`config.mk`:
```
export PLATFORM = sky130hd
export DESIGN_NAME = swb
export DESIGN_NICKNAME = d
export VERILOG_FILES = /design/src/rtl/swb.sv
export SDC_FILE = /design/constraint.sdc
export NUM_CORES = 1
export LEC_CHECK = 0
export ABC_AREA = 1
export BUFFER_PORTS_ARGS = -buffer_cell sky130_fd_sc_hd__buf_2
export CAP_MARGIN = 15
export CORE_MARGIN = 2
export CORE_UTILIZATION = 54
export DETAILED_ROUTE_END_ITERATION = 16
export MAX_ROUTING_LAYER = met4
export PLACE_DENSITY = 0.76
export SKIP_LAST_GASP = 1
export SYNTH_ARGS = -nofsm -noshare
export SYNTH_HDL_FRONTEND = slang
export SYNTH_SLANG_ARGS = --single-unit
```
`constraint.sdc`:
```
create_clock -name clk -period 2.4 [get_ports clk]
set_input_delay 0.12 -clock clk [delete_from_list [all_inputs] [get_ports clk]]
set_output_delay 0.12 -clock clk [all_outputs]
set_load 0.005 [all_outputs]
```
`src/rtl/swb.sv`:
```
// rtl/swb.sv - sparse write buffer: in-order allocate, out-of-order write-back, in-order retire
module swb #(
  parameter int DATA_WIDTH = 32,
  parameter int SWB_DEPTH  = 8,
  localparam int IW = $clog2(SWB_DEPTH)
) (
  input  logic                  clk,
  input  logic                  rst,
  input  logic                  alloc_valid,
  output logic                  alloc_ready,
  output logic [IW-1:0]         alloc_idx,
  input  logic                  wb_valid,
  input  logic [IW-1:0]         wb_idx,
  input  logic [DATA_WIDTH-1:0] wb_data,
  output logic                  retire_valid,
  input  logic                  retire_ready,
  output logic [IW-1:0]         retire_idx,
  output logic [DATA_WIDTH-1:0] retire_data,
  output logic [SWB_DEPTH-1:0]  entry_alloc,
  output logic [SWB_DEPTH-1:0]  entry_done,
  output logic [IW-1:0]         head_id,
  output logic [IW:0]           count
);

  localparam logic [IW:0] FULL_COUNT = (IW+1)'(SWB_DEPTH);

  logic [IW-1:0]         head;
  logic [IW-1:0]         tail;
  logic [DATA_WIDTH-1:0] data [SWB_DEPTH];

  logic alloc_fire;
  logic wb_accept;
  logic retire_fire;

  // Full blocks allocation even while retiring, so alloc_ready never sees retire_ready.
  assign alloc_ready  = (count != FULL_COUNT);
  assign alloc_idx    = tail;
  assign retire_valid = (count != '0) && entry_done[head];
  assign retire_idx   = head;
  assign head_id      = head;
  assign retire_data  = data[head];

  assign alloc_fire  = alloc_valid && alloc_ready;
  assign wb_accept   = wb_valid && entry_alloc[wb_idx] && !entry_done[wb_idx];
  assign retire_fire = retire_valid && retire_ready;

  // Alloc, write-back and retire never touch the same entry in one cycle:
  // tail is unallocated, and the retiring head is already done.
  always_ff @(posedge clk) begin
    if (rst) begin
      head        <= '0;
      tail        <= '0;
      count       <= '0;
      entry_alloc <= '0;
      entry_done  <= '0;
      for (int i = 0; i < SWB_DEPTH; i++) begin
        data[i] <= '0;
      end
    end else begin
      if (alloc_fire) begin
        entry_alloc[tail] <= 1'b1;
        entry_done[tail]  <= 1'b0;
        tail              <= tail + IW'(1);
      end
      if (wb_accept) begin
        data[wb_idx]       <= wb_data;
        entry_done[wb_idx] <= 1'b1;
      end
      if (retire_fire) begin
        entry_alloc[head] <= 1'b0;
        entry_done[head]  <= 1'b0;
        head              <= head + IW'(1);
      end
      case ({alloc_fire, retire_fire})
        2'b10:   count <= count + (IW+1)'(1);
        2'b01:   count <= count - (IW+1)'(1);
        default: count <= count;
      endcase
    end
  end

endmodule

```
==> impl_metrics.ini, run 1 <==
[global_route]
grt_max_degree = 89
gr-total-overflow = 0
grtUsageTotal = 0.259
antenna_found_initial = 0
grt_pass1_wl_mm = 51.0
grt_pass1_vias = 9760

[worst_hold_path]
hold_depth = 3
hp-class = in -> reg

[floorplan]
rows = 57
coreArea_um2 = 24100
die_w_um = 160
die-area_um2 = 25500
die_h_um = 160
initial_core_util = 0.544
ioPinCount = 103

[sta]
setup_tns_ns = 0
hold_violations = 0
fin_crit_sh = 0.948
setup_viol_count_final = 0
rsz0062_at_grt = yes
relSlewSlack = 0.540
fin_crit_ns = 2.27
worst_slew_pin_slew_ns = 0.688
skew_ns = 0.0125
maxSlewViolCount = 0
fmax_mhz = 440
hold_slack_ns = 0.00538

[place]
hpwl_mm = 18.1
portBuffers = 102
place_congestion = 0.847

[clock_tree]
cts_max_level = 1
cts.clk_slew.worst_paths_ns = 0.06
clockBufferDepth = 3
clock-sinks = 285
cts_tree = done
cts_setup_buffers = 0
cts-root-buf = clkbuf_16
worstSkewPairLatency_ns = 0.55
cts_made_buffers = 28

[synthesis]
synth_edf_count = 256
synth.avg_cell_area_um2 = 9.93
synth_cells = 1320
synth_mux_area_frac = 0
synth-simple-area-share = 0.206
ys_ff_latch = 285
ys_warn_count = 0
synth_top_family_by_area = simple AND/OR/NAND/NOR gates
synthArstFlopShare = 0
synth_area_um2 = 13100
synthFlopType = edfxtp_1
synth_fa_ha_area_frac = 0.00477
synth_compound_area_frac = 0.0911
ys_seq_area_frac = 0.631
syn_nets = 1365
ys_types = 35
synth_xor_area_frac = 0.00267

[finish]
num_antenna_cells = 0
drive_above_1_share = 0.150
fin_nets = 1472
post-route-util = 0.625
fillCellCount = 1990
synthToLayoutAreaGrowth_pct = 15.0

[pwr]
p_sw_frac = 0.215
pwr-share-comb = 0.052
power_frac_seq = 0.544
p_clk_frac = 0.404
internal_power_w = 0.00810
ir_drop_mv = 0.455
power.density_nw_per_um2 = 684
total_power_w = 0.0103
p_leak_nw = 6.22
switchingPower_w = 0.00221

[worst_setup_path]
ff2ff_path_depth = 15
worstSetupEndpointType = output port
path_class = reg -> out
worstPathMaxFanout = 50
arrival_ns = 2.15
crit_required_ns = 2.28
startpoint_type = register

[detailed_routing]
drt_wl_total_mm = 32.2
wl_per_cell_um = 18.2
drc = 0
drt_pass1_iterations = 7
vias_per_cell = 5.61
vias = 9949
drt-initial-drc-count = 722
ant_nets = 0

[status]
status = finished, final reports clean

[flow_run]
drv_cap = 0
==> cells in the mapped netlist (all sizes together) (3+ instances only) <==
cell type / instances / area, um2
nor2: 518 / 1960
edfxtp: 256 / 7690
o21ai: 143 / 716
nand2: 72 / 275
inv: 70 / 265
clkbuf: 49 / 184
buf: 39 / 387
a31oi: 34 / 213
o22ai: 32 / 200
dfxtp: 29 / 581
nand4: 25 / 283
nand3: 20 / 115
a21oi: 10 / 50.1
nor3: 7 / 51.3
ha: 5 / 62.6
xor2: 3 / 26.3
==> cell type report <==
type | count | area, um2 | area share
inverters | 72 | 279 | 0.0185
clock buffers | 40 | 787 | 0.0522
repair buffers | 165 | 1220 | 0.0809
well taps | 324 | 405 | 0.0269
flip-flops and latches | 285 | 8280 | 0.550
clock inverters | 12 | 76.3 | 0.00506
multi-input cells | 875 | 4020 | 0.267
==> per-layer routing <==
layer  track usage  part of all wire  up-vias
li1              -                 -     4687
met1         0.323              0.40     4747
met2         0.447              0.50      430
met3        0.0275             0.066       85
met4        0.0831             0.031        0
met5             -                 0        -
==> registers in the layout (all words and copies together) (netlist names), named ones only <==
signal,flops
alloc_idx,3
count,4
data,256
entry_alloc,8
entry_done,8
head_id,3
==> cells in the final DEF, fill, tap and decap left out, types with 23 or more instances in the layout <==
master	count
buf_2	102
dfxtp_1	24
nand2_1	70
clkbuf_16	29
edfxtp_1	256
dlygate4sd3_1	23
a31oi_1	33
o21ai_0	142
nor2_1	511
inv_1	67
buf_4	25
o22ai_1	32
==> critical path, stage by stage (launching register included) <==
cell	delay, ns
dfxtp_4	0.37
inv_4	0.24
buf_12	0.27
o21ai_0	0.15
o22ai_1	0.18
nor2_1	0.06
a31oi_1	0.18
buf_2	0.15
==> per-stage QoR <==
stage | area, um2 | setup slack [ns] | std cells
after CTS | 15000 | 0.0237 | 1773
after global placement | 13900 | 0.164 | 1698
after detailed placement | 13900 | 0.0427 | 1698
final | 15100 | 0.125 | 1773
after global routing | 15100 | -0.0588 | 1773
after floorplan | 13100 | 0.0504 | 1320
==> timing repair <==
item	4_1_cts	5_1_grt
endpoints found under the hold margin	117	0
gates resized for setup	1	15
hold buffers	23	0
endpoints found under the setup margin	2	21
cloned	0	0
==> kinds of logic (layout without fill, tap and decap cells) <==
logic type      after synthesis  in the layout
xor+xnor                      4              4
compound gates              221            221
buf+inv                     160            289
flops                       285            285
fa+ha+maj                     5              5
simple gates                645            645
==> power by group through the flow <==
stage          Combinational, W  Sequential [W]  Clock (W)
6_report               0.000536         0.00561    0.00417
5_1_grt                0.000589         0.00562    0.00438
4_1_cts                0.000536         0.00561    0.00419
3_5_place_dp           0.000505         0.00571          0
3_3_place_gp           0.000494         0.00571          0
2_1_floorplan          0.000295         0.00571          0
==> worst paths after layout <==
| path | endpoint | slack (ns) | start |
|---|---|---|---|
| max | retire_data[11] | 0.13 | register |
| min | data[6][6] | 0.005 | wb_data[6] |
| max reg2reg | count[2] | 0.19 | head_id[1] |
| min reg2reg | entry_alloc[4] | 0.52 | entry_alloc[4] |
(Power assumes the default switching activity.)
==> run 2: changes to the inputs <==
Settings changed: REMOVE_ABC_BUFFERS from default to 1.
==> run 2 against run 1 <==
Net effect:
- sequential share of layout area down 0.16 points
- die area unchanged
- sequential power about the same
- via count about the same
- global-route usage down 0.12 points
- setup slack worse by 0.046 ns
- final cell count down 0.11%
- design area up 0.22%
- non-clock buffer count down 1
- fmax down 2.0%
- critical path type unchanged
- worst hold slack better by 0.0034 ns
==> impl_metrics.ini, run 2 (synthesized netlist as in run 1, its figures left out) <==
[status]
status = finished, final reports clean

[sta]
worst_slew_pin_slew_ns = 0.712
rsz0062_at_grt = yes
relSlewSlack = 0.525
setup_viol_count_final = 0
hold_violations = 0
fin_crit_sh = 0.967
setup_tns_ns = 0
skew_ns = 0.0159
fin_crit_ns = 2.32
maxSlewViolCount = 0
fmax_mhz = 431

[pwr]
p_clk_frac = 0.408
p_leak_nw = 6.23
internal_power_w = 0.00816
ir_drop_mv = 0.522
switchingPower_w = 0.00221
power.density_nw_per_um2 = 687
p_sw_frac = 0.213
pwr-share-comb = 0.051
power_frac_seq = 0.541
total_power_w = 0.0104

[finish]
drive_above_1_share = 0.148
largest_reg_flops = 256
top_register = data
num_antenna_cells = 0
fillCellCount = 1967
final_common_cell = nor2_1
fin_nets = 1472
synthToLayoutAreaGrowth_pct = 15.2
final_cell_mix = nor2_1 (511), edfxtp_1 (256), o21ai_0 (142)
top_regs = data (256), entry_alloc (8), entry_done (8)

[worst_setup_path]
ff2ff_path_depth = 15
crit_required_ns = 2.28
worstPathMaxFanout = 38
worstSetupEndpointType = output port
path_class = reg -> out
startpoint_type = register
arrival_ns = 2.20

[global_route]
grt_max_degree = 81
grt_pass1_vias = 9871
grtUsageTotal = 0.258
use_met3 = 0.0392
grt_use_met2 = 0.425
grt-busiest-layer = met2
gr-total-overflow = 0
grt_pass1_wl_mm = 51.0
grt_use_met1 = 0.335
antenna_found_initial = 0

[detailed_routing]
vias = 9954
wl_per_cell_um = 18.1
drt_pass1_iterations = 5
drt_wl_total_mm = 32.1
vias_per_cell = 5.62
drc = 0
drt-initial-drc-count = 987
ant_nets = 0

[clock_tree]
cts-root-buf = clkbuf_16
clockBufferDepth = 3
worstSkewPairLatency_ns = 0.54
cts_tree = done
cts_made_buffers = 29
clock-sinks = 285
cts.clk_slew.worst_paths_ns = 0.06
cts_max_level = 1

[floorplan]
initial_core_util = 0.544
die-area_um2 = 25500
rows = 57
coreArea_um2 = 24100
die_w_um = 160
ioPinCount = 103
die_h_um = 160

[place]
place_congestion = 0.910
portBuffers = 102
hpwl_mm = 17.7

[worst_hold_path]
hp-class = in -> reg
hold_depth = 3

[flow_run]
drv_cap = 0
-- run 2: critical path, cell delays in order (launching register included) --
cell	delay, ns
dfxtp_2	0.34
clkinv_2	0.22
buf_12	0.26
o21ai_0	0.12
o22ai_1	0.14
nor2_1	0.06
a31oi_1	0.33
buf_2	0.18
-- run 2: cell type report --
class | count | area, um2 | area share
sequential | 285 | 8280 | 0.548
multi-input combinational | 875 | 4020 | 0.266
timing repair buffer | 164 | 1260 | 0.0835
clock buffer | 42 | 774 | 0.0513
tap | 324 | 405 | 0.0268
inverter | 72 | 279 | 0.0185
clock inverter | 9 | 92.6 | 0.00613
-- run 2: power by group through the flow --
| stage | clock network [W] | logic, W | registers [W] |
|---|---|---|---|
| 6_report | 0.00423 | 0.000531 | 0.00561 |
| 5_1_grt | 0.00447 | 0.000582 | 0.00563 |
| 4_1_cts | 0.00426 | 0.000531 | 0.00561 |
| 3_5_place_dp | 0 | 0.000503 | 0.00571 |
| 3_3_place_gp | 0 | 0.000490 | 0.00571 |
| 2_1_floorplan | 0 | 0.000269 | 0.00571 |
-- run 2: final timing paths --
path	from	end	slack [ns]
worst min register to register	entry_alloc[1]	entry_alloc[1]	0.48
worst min-delay path	wb_data[16]	data[2][16]	0.009
worst max-delay path	register	retire_data[19]	0.08
worst max register to register	head_id[0]	count[2]	0.20
-- run 2: layer usage --
metal	vias to the layer above	share of wire	routed length (um)
li1	4684	-	-
met3	70	0.085	2740
met5	-	0	0
met1	4729	0.40	12700
met2	471	0.50	15900
met4	0	0.024	766
-- run 2: through the flow --
stage | setup slack [ns] | hold WS (ns) | util | std cells | cell area (um2)
after detailed placement | 0.104 | 0.373 | 0.580 | 1697 | 14000
final | 0.0789 | 0.00875 | 0.627 | 1771 | 15100
after floorplan | -2.59 | 0.198 | - | 1232 | 12500
after global placement | 0.231 | 0.361 | 0.580 | 1697 | 14000
after CTS | 0.0371 | 0.00105 | 0.625 | 1769 | 15100
after global routing | -0.0360 | 0.0265 | 0.627 | 1771 | 15100
-- run 2: what timing repair did --
action / in CTS / in global routing
setup buffers: 0 / 2
hold buffers: 21 / 0
resized for setup: 0 / 11
endpoints found under the hold margin: 85 / 0
setup endpoints to repair: 0 / 7
==> run 3: changes to the inputs <==
Settings changed: PLACE_DENSITY 0.76 to 0.86.
==> run 3 against run 2 <==
Net effect:
- flip-flop and latch count unchanged
- clock power up 11%
- global-route usage about the same
- critical path type unchanged
==> impl_metrics.ini, run 3 (synthesized netlist as in run 1, its figures left out) <==
[finish]
drive_above_1_share = 0.152
fillCellCount = 1833
final_common_cell = nor2_1
final_cells = 1780
multi_input_area_um2 = 4020
largest_reg_flops = 256
final_cell_mix = nor2_1 (511), edfxtp_1 (256), o21ai_0 (142)
fin_nets = 1478
seqCellArea_um2 = 8280
top_regs = data (256), entry_alloc (8), entry_done (8)
top_register = data
synthToLayoutAreaGrowth_pct = 16.7

[detailed_routing]
ant_nets = 0
vias_per_cell = 5.82
drc = 0
vias = 10400
drt_pass1_iterations = 5
drt_wl_total_mm = 33.2
drt-initial-drc-count = 1123
wl_per_cell_um = 18.7

[global_route]
grt_pass1_vias = 10000
grtUsageTotal = 0.258
grt_max_degree = 81
gr-total-overflow = 0
grt_pass1_wl_mm = 51.1
antenna_found_initial = 1

[floorplan]
initial_core_util = 0.544
ioPinCount = 103
die_w_um = 160
die_h_um = 160
die-area_um2 = 25500
rows = 57
coreArea_um2 = 24100

[pwr]
ir_drop_mv = 0.571
power.density_nw_per_um2 = 709
total_power_w = 0.0108
p_leak_nw = 6.32

[place]
hpwl_mm = 18.0
portBuffers = 102
place_inst = 1686
post-place-ws_ns = 0.0644
place_congestion = 0.926

[worst_setup_path]
startpoint_type = register
slowest_stage = dfxtp_2
path_buf_inv = 3
arrival_ns = 2.23
cp_top_family = buffers and inverters
cpPeakStageDelay_ns = 0.34
worstPathCellList = inv_2 -> buf_4 -> o21ai_0 -> o22ai_1 -> nor2_1 -> a31oi_1 -> buf_2
crit_required_ns = 2.28
path_class = reg -> out
worstPathMaxFanout = 20
worstSetupEndpointType = output port

[clock_tree]
cts_made_buffers = 29
clockBufferDepth = 3
cts-root-buf = clkbuf_16
cts.clk_slew.worst_paths_ns = 0.07
worstSkewPairLatency_ns = 0.56
cts_max_level = 1
clock-sinks = 285
cts_tree = done

[sta]
fmax_mhz = 425
setup_viol_count_final = 0
worst_slew_pin_slew_ns = 0.733
skew_ns = 0.0198
maxSlewViolCount = 0
hold_slack_ns = 0.0161
fin_crit_sh = 0.979
hold_violations = 0
timing.final.ws_setup_ns = 0.0492
fin_crit_ns = 2.35
rsz0062_at_grt = yes
relSlewSlack = 0.510
setup_tns_ns = 0

[status]
status = finished, final reports clean

[worst_hold_path]
hp-class = in -> reg

[flow_run]
drv_cap = 0
## run 3: changes by cell type in the layout (fill, tap and decap cells not counted), moves of 3 or more
cell	delta
bufinv_16	+3
buf_6	+3
clkbuf_1	-10
buf_12	-6
buf_4	-4
dlygate4sd3_1	+10
## run 3: worst reg2reg max path, cell delays in order (launching register included)
cell and delay [ns]:
dfxtp_1 0.38, nand4_2 0.12, nand2_2 0.07, nor3_4 0.20
and2_4 0.31, nand4_4 0.59, nor2_1 0.37
## run 3: worst paths after layout
path	slack, ns	depth (start not counted)	end	from
setup reg to reg	0.19	6	data[3][9]	entry_done[3]
hold reg to reg	0.48	2	entry_alloc[1]	entry_alloc[1]
setup / recovery	0.05	7	retire_data[2]	register
hold / removal	0.02	4	entry_done[5]	retire_ready
## run 3: repair_timing
| item | 4_1_cts | 5_1_grt |
|---|---|---|
| hold buffers | 31 | 0 |
| hold endpoints to repair | 175 | 0 |
| gates resized for setup | 3 | 12 |
| pin swaps | 0 | 0 |
| setup buffers | 1 | 7 |
| cloned | 0 | 1 |
| endpoints found under the setup margin | 8 | 14 |
## run 3: metrics by stage
step	area, um2	utilization
floorplan	12500	-
global placement	13800	0.574
detailed placement	13800	0.574
CTS	15200	0.629
global route	15300	0.634
finish	15300	0.634
## run 3: cell type report
| type | instances | share of cell area |
|---|---|---|
| Antenna cell | 1 | 0.000164 |
| Clock buffer | 32 | 0.0482 |
| Tap cell | 324 | 0.0265 |
| Multi-Input combinational cell | 875 | 0.263 |
| Timing Repair Buffer | 170 | 0.0866 |
| Sequential cell | 285 | 0.541 |
| Inverter | 72 | 0.0182 |
| Clock inverter | 21 | 0.0166 |
## run 3: metal layers
metal / vias to the layer above / wire length, um / global-route usage
li1: 4710 / - / -
met1: 4955 / 12400 / 0.319
met2: 622 / 16600 / 0.433
met3: 70 / 3500 / 0.0452
met4: 0 / 754 / 0.0876
met5: - / 0 / -
## run 3: power breakdown
group / internal [W] / switching, W
Combinational: 0.000185 / 0.000360
Sequential: 0.00555 / 0.0000600
Clock: 0.00277 / 0.00192
